`src/rtl/delay_pkg.sv`:
```
// Types and helpers shared by delay_meas and data_delay so both agree on
// the encoding of delay values.
package delay_pkg;

  typedef enum logic [1:0] {
    IDLE,
    WAIT_REF,
    COUNT
  } meas_state_t;

  function automatic int delay_width(input int max_delay);
    return $clog2(max_delay + 1);
  endfunction

endpackage

```
`src/rtl/delay_meas.sv`:
```
// Measures ref_stb -> echo_stb latency in clk cycles, averages 2^LOG_AVG
// samples and rounds half up into a value that drives data_delay directly.
module delay_meas
  import delay_pkg::*;
#(
  parameter int MAX_DELAY = 16,
  parameter int LOG_AVG   = 2,
  localparam int DELAY_WIDTH = delay_width(MAX_DELAY)
) (
  input  logic                   clk,
  input  logic                   rst,
  input  logic                   start,
  input  logic                   ref_stb,
  input  logic                   echo_stb,
  output logic [DELAY_WIDTH-1:0] delay_out,
  output logic                   delay_valid,
  output logic                   busy,
  output logic                   timeout_err
);

  localparam int ACC_W = DELAY_WIDTH + LOG_AVG;
  localparam logic [ACC_W:0] ROUND = (ACC_W+1)'((1 << LOG_AVG) >> 1);
  localparam logic [DELAY_WIDTH-1:0] MAX_CNT = DELAY_WIDTH'(MAX_DELAY);

  meas_state_t            state, state_d;
  logic [DELAY_WIDTH-1:0] cnt, cnt_d;
  logic [ACC_W-1:0]       acc, acc_d, acc_sum;
  logic [LOG_AVG:0]       n, n_d, n_inc;
  logic [DELAY_WIDTH-1:0] out_d, sample;
  logic                   valid_d, err_d, rec;
  logic [ACC_W:0]         rnd_sum;

  always_ff @(posedge clk or posedge rst) begin
    if (rst) begin
      state       <= IDLE;
      cnt         <= '0;
      acc         <= '0;
      n           <= '0;
      delay_out   <= '0;
      delay_valid <= 1'b0;
      busy        <= 1'b0;
      timeout_err <= 1'b0;
    end else begin
      state       <= state_d;
      cnt         <= cnt_d;
      acc         <= acc_d;
      n           <= n_d;
      delay_out   <= out_d;
      delay_valid <= valid_d;
      busy        <= (state_d != IDLE);
      timeout_err <= err_d;
    end
  end

  always_comb begin
    state_d = state;
    cnt_d   = cnt;
    acc_d   = acc;
    n_d     = n;
    out_d   = delay_out;
    valid_d = delay_valid;
    err_d   = timeout_err;
    rec     = 1'b0;
    sample  = '0;

    case (state)
      IDLE: begin
        if (start) begin
          acc_d   = '0;
          n_d     = '0;
          err_d   = 1'b0;
          valid_d = 1'b0;
          state_d = WAIT_REF;
        end
      end
      WAIT_REF: begin
        if (ref_stb) begin
          if (echo_stb) begin
            rec = 1'b1;
          end else begin
            cnt_d   = DELAY_WIDTH'(1);
            state_d = COUNT;
          end
        end
      end
      COUNT: begin
        if (echo_stb) begin
          rec    = 1'b1;
          sample = cnt;
        end else if (cnt == MAX_CNT) begin
          err_d   = 1'b1;
          state_d = IDLE;
        end else begin
          cnt_d = cnt + 1'b1;
        end
      end
      default: state_d = IDLE;
    endcase

    // n counts 0..2^LOG_AVG-1, so its top bit after increment marks the last sample
    acc_sum = acc + ACC_W'(sample);
    n_inc   = n + 1'b1;
    rnd_sum = {1'b0, acc_sum} + ROUND;

    if (rec) begin
      acc_d = acc_sum;
      n_d   = n_inc;
      if (n_inc[LOG_AVG]) begin
        out_d   = DELAY_WIDTH'(rnd_sum >> LOG_AVG);
        valid_d = 1'b1;
        state_d = IDLE;
      end else begin
        state_d = WAIT_REF;
      end
    end
  end

endmodule

```
`config.mk`:
```
export PLATFORM = sky130hd
export DESIGN_NAME = delay_meas
export DESIGN_NICKNAME = d
export VERILOG_FILES = /design/src/rtl/delay_pkg.sv /design/src/rtl/delay_meas.sv
export SDC_FILE = /design/constraint.sdc
export NUM_CORES = 1
export LEC_CHECK = 0
export CAP_MARGIN = 20
export CORE_ASPECT_RATIO = 1.75
export CORE_UTILIZATION = 30
export CTS_BUF_LIST = sky130_fd_sc_hd__clkbuf_2
export DETAILED_ROUTE_END_ITERATION = 10
export GPL_TIMING_DRIVEN = 0
export SETUP_SLACK_MARGIN = 0.3
export SLEW_MARGIN = 20
export SYNTH_ARGS = -nofsm -noshare
export SYNTH_HDL_FRONTEND = slang
export SYNTH_SLANG_ARGS = --single-unit
```
`constraint.sdc`:
```
create_clock -name clk -period 2.7 [get_ports clk]
set_input_delay 0.54 -clock clk [delete_from_list [all_inputs] [get_ports clk]]
set_output_delay 0.54 -clock clk [all_outputs]
set_load 0.01 [all_outputs]
```
# --- Yosys cells after proc, flatten, opt, wreduce, memory -nomap -nowiden ---
# Cells that the tools add are included.
op_classes:
  addsub: 4
  eq_ne: 9
  muxes: 32
  n_reduce_logical: 10
op_table:
  columns: ["cell", "count"]
  rows:
  - ["two-way mux 5 bit", 6]
  - ["two-way mux 7 bit", 3]
  - ["two-way mux 2 bit", 6]
  - ["inequality test 2 bit, second input constant", 6]
  - ["two-way mux 1 bit", 10]
  - ["one-hot mux 5 bit (2 select lines)", 1]
  - ["nonzero test 2 bit", 5]
  - ["two-way mux 3 bit", 3]
  - ["adder 7 x 2 -> 7 bit, second input constant", 1]
  - ["adder 7 x 5 -> 7 bit", 1]
  - ["one-hot mux 2 bit (3 select lines)", 1]
  - ["adder 5 x 1 -> 5 bit, second input constant", 1]
  - ["equality test 5 bit, second input constant", 1]
  - ["AND reduction 5 bit", 1]
  - ["one-hot mux 1 bit (2 select lines)", 2]
  - ["AND reduction 2 bit", 2]
  - ["AND reduction 4 bit", 1]
  - ["adder 3 x 1 -> 3 bit, second input constant", 1]
  - ["equality test 2 x 1 -> 1 bit, second input constant", 1]
  - ["equality test 2 bit, second input constant", 1]
  - ["zero test 2 bit", 1]
word_totals:
  register_bits: 25
  in_bits: 5
  out_inout_bits: 8
  elab_cells: 63

# --- Depth between registers and ports, before layout ---
depth:
  depth_word: 6
  ltp_mapped: 13
  ltp_nobuf: 13

# --- Worst setup path before layout ---
# OpenSTA, ideal clock, no wires.
synth_timing:
  kind: "register to register"
  from: "reg state[0]"
  to: "reg delay_out[3]"
  setup_ns: 0.123
  t_arrival_ns: 2.648
  slack_ns: -0.071
  path_stages_with_launch: 14
  path_buffers: 0
  synth_period_minus_slack_ns: 2.771
  path_cell_list: "dfrtp_1 inv_1 ha_1 inv_2 nor3_1 ha_1 fa_1 xor2_1 ha_1 inv_1 a211o_1 a211oi_1 xnor2_1 a21oi_1"
synth_between:
  elab_chain_cells: 4
  word_cells_on_any_way: 7
  cone_classes: "add/sub: 2; eq/ne: 2; mux: 2; reduce/logical: 1"
synth_rtl:
  columns: ["element", "line_no", "text"]
  rows:
  - ["from (decl)", "delay_meas.sv:25", "meas_state_t state, state_d;"]
  - ["from (signal assigned)", "delay_meas.sv:44", "state <= state_d;"]
  - ["equality test 2 bit", "delay_meas.sv:66", "case (state)"]
  - ["two-way mux 5 bit", "delay_meas.sv:66", null]
  - ["adder 7 x 5 -> 7 bit", "delay_meas.sv:101", "acc_sum = acc + ACC_W'(sample);"]
  - ["adder 7 x 2 -> 7 bit", "delay_meas.sv:103", "rnd_sum = {1'b0, acc_sum} + ROUND;"]
  - ["to (signal assigned)", "delay_meas.sv:48", "delay_out <= out_d;"]
  - ["to (decl)", "delay_meas.sv:15", "output logic [DELAY_WIDTH-1:0] delay_out,"]
# Parallel ways exist; a longest one is shown, timed or not.
# A chain may end at the register's enable or synchronous reset.

# --- Worst setup path after layout ---
# Same ends and word-level chain as after synthesis.

==> out/metrics.cfg <==
[outcome]
status=finished clean

[detailed_routing]
vias=1411
totalWireLength_um=3876
dr.pass1.iters=4
drt-initial-drc-count=23
detail_route.wl_per_cell_um=13.51
antenna_violating_nets_post_route=0
drt_drc_violations_left=0
detail_route.vias_per_cell=4.916

[placed_design]
detailedPlace.worstSlack_ns=-0.6245
portBuffers=12
numPlacedInstances=267
routability_congestion_estimate_from_global_placement=0.8386
half_perimeter_wire_length_of_the_detailed_placement_result_um=2683
dpl_cell_area_um2=1913

[floorplanning]
design.core.area_um2=5299
initial_core_util_pct=31.48
fp-row-count=35
chipWidth_um=58.37
floorplan.die.height_um=100.6
boundaryPins=13
dieArea_um2=5874

[layout]
syn2layout_area_growth_pct=30.31
fin_cells=287
antenna-diode-count=0
final_layout_size_suffix_gt1_share_pct=24.41
fin_area_um2=2173
final_common_cell=sky130_fd_sc_hd__dfrtp_1
fillCellCount=520
final_cell_mix=sky130_fd_sc_hd__dfrtp_1, sky130_fd_sc_hd__nand2_1, sky130_fd_sc_hd__buf_4, sky130_fd_sc_hd__nand3_1, sky130_fd_sc_hd__clkdlybuf4s50_1
final_nets=234

[cts]
clk_path_buf_depth=2
clkLatencyLatePin_ns=0.36
cts_made_buffers=3
clockRootBuffer=sky130_fd_sc_hd__clkbuf_2
cts_tree=done
cts_max_level=1
clkTransAtPathRegs_ns=0.26
clock_sink_count=25
cts-hold-fix-buffers=0

[logic_synthesis]
post_synth_instance_area_um2=1668
synth_sequential_area_ratio_pct=37.51
post_synth.cell_area_avg_um2=9.215
synth-seq-cells=25
synthCells=181
syn-num-nets=201
synth_enable_flop_cells=0
yosysUniqueCellTypes=48
synth_async_sr_flop_share_pct=100.0
yosys_warnings=0
synth_top_flop_cell=sky130_fd_sc_hd__dfrtp_1

[sta]
timing.final.setup_violations=0
post_route_setup_slack_ns=0.2181
min_period_ns=2.482
final_min_period_over_clock_period_pct=91.92
clock_skew_ns=0.01519
unrepaired_setup_endpoints_after_global_routing=yes
worst-slew-pin-transition_ns=0.4451
drv_slew=0
finalHoldViolations=0
maxClockFrequency_ghz=0.4029
maxSlewHeadroom_pct=70.25

[min_path]
min_path_type=in -> async

[worst_setup_path]
arrival_ns=2.75
worstSetupEndpointType=flip-flop
cpMostUsedCell=sky130_fd_sc_hd__ha_4
slowest_stage=sky130_fd_sc_hd__dfrtp_1
worstPathRequired_ns=2.97
timing.setup.critical_path_class=reg -> reg
list_of_cells_traversed_by_the_critical_path=inv_2 > ha_4 > inv_4 > nor3_4 > ha_2 > fa_2 > xor2_4 > ha_4 > inv_1 > a211o_1 > a211oi_2 > xnor2_1 > a21oi_1
worst_path_largest_cell_delay_ns=0.44
path_max_fanout=5
setup.worst_path.start_class=flip-flop

[global_route]
antenna_found_initial=0
vias_in_the_first_global_route=1423
grt_remaining_overflow=0
pin_count_of_the_biggest_net_entering_global_routing=26
global_route.usage.total_pct=14.73
wire_length_of_the_first_global_routing_pass_um=6665

[pwr]
cellPowerDensity_nw_per_um2=535.3
leakage_nw=0.9999
ir_worst_vdd_uv=286.4

[flow_run]
drv.max_cap_violation_count=0

[stage by stage]
stage | total power, mW | util [%] | setup TNS, ns | hold WS, ns
2_1_floorplan | 0.7929 | - | 0 | 0.4674
3_3_place_gp | 0.9192 | 36.10 | -2.824 | 0.4711
3_5_place_dp | 0.9244 | 36.10 | -2.968 | 0.4777
4_1_cts | 1.149 | 39.62 | 0 | 0.5271
5_1_grt | 1.256 | 41.02 | 0 | 0.3483
6_report | 1.163 | 41.02 | 0 | 0.3780
[power breakdown]
group	leakage [nW]	total [mW]	switching [mW]	internal, mW
Clock	0.0166	0.160	0.121	0.0391
Sequential	0.337	0.471	0.0414	0.429
Combinational	0.646	0.533	0.301	0.231
Total	1.00	1.16	0.464	0.700
[logic make-up (layout without fill, tap and decap cells)]
group,Yosys count,after routing,synth area share (%)
XOR/XNOR,7,7,3.676
AND/OR/NAND/NOR,66,66,20.03
AO/OA/AOI/OAI,47,47,20.48
flip-flops,25,25,37.51
adder cells (fa/ha/maj),15,15,11.70
multiplexers,3,3,1.875
buffers and inverters,18,50,4.726
[worst max-delay path: cells and delay by family, from the launching register on]
family                   cells  cell delay [ns]
AND/OR/NAND/NOR              1             0.03
flip-flops                   1             0.44
adder cells (fa/ha/maj)      4             0.91
AO/OA/AOI/OAI                3             0.50
buffers and inverters        3             0.17
XOR/XNOR                     2             0.34
[layout make-up]
class | instances | area (um2) | share of cell area, %
Buffer | 6 | 36.28 | 1.670
Tap cell | 74 | 92.59 | 4.260
Sequential cell | 25 | 626.9 | 28.84
Timing Repair Buffer | 28 | 260.3 | 11.97
Clock buffer | 4 | 20.02 | 0.9211
Inverter | 12 | 47.55 | 2.188
Multi-Input combinational cell | 138 | 1090 | 50.14
[flip-flops by register name, summed over array words and instances (netlist names)]
name and cells:
delay_out 5, cnt 5, acc 7, busy 1
n 3, timeout_err 1, state 2, delay_valid 1
[final timing paths]
path                             startpoint      endpoint  slack, ns  cells past startpoint
min in group clk                delay_valid   delay_valid       0.53                      1
worst min register to register  delay_valid   delay_valid       0.53                      1
worst max-delay path               state[0]  delay_out[3]       0.22                     13
worst max register to register     state[0]  delay_out[3]       0.22                     13
max in group asynchronous               rst        acc[3]       1.96                      3
worst min-delay path                    rst  delay_out[4]       0.38                      2
[cell usage after synthesis (all sizes together), types with 2 or more instances]
| library cell | n | share of area (%) |
|---|---|---|
| nand3 | 13 | 3.9 |
| o311ai | 2 | 2.1 |
| inv | 12 | 2.7 |
| nor2 | 11 | 2.5 |
| and3 | 5 | 1.9 |
| nor3 | 4 | 1.5 |
| a21o | 4 | 1.8 |
| xnor2 | 5 | 2.6 |
| o21ai | 15 | 5.2 |
| buf | 4 | 1.6 |
| xor2 | 2 | 1.1 |
| a21oi | 11 | 3.3 |
| nand4 | 3 | 1.1 |
| clkbuf | 2 | 0.45 |
| mux2i | 2 | 1.2 |
| a31oi | 2 | 0.75 |
| ha | 14 | 11 |
| a211oi | 2 | 1.2 |
| or2 | 2 | 0.75 |
| nand2 | 21 | 4.7 |
| dfrtp | 25 | 38 |
| a22o | 2 | 1.1 |
[repair_timing]
action,4_1_cts,5_1_grt
gates resized for setup,15,5
setup endpoints to repair,8,6
hold endpoints to repair,0,0
pin swaps,17,9
setup buffers,12,3
[per-layer routing]
metal / track usage [%] / routed length [um]
met2: 26.97 / 2189
met5: 0 / 0
met4: 6.960 / 114
met1: 16.77 / 1532
met3: 1.155 / 39
No activity file was read; power rests on OpenSTA's default activity.
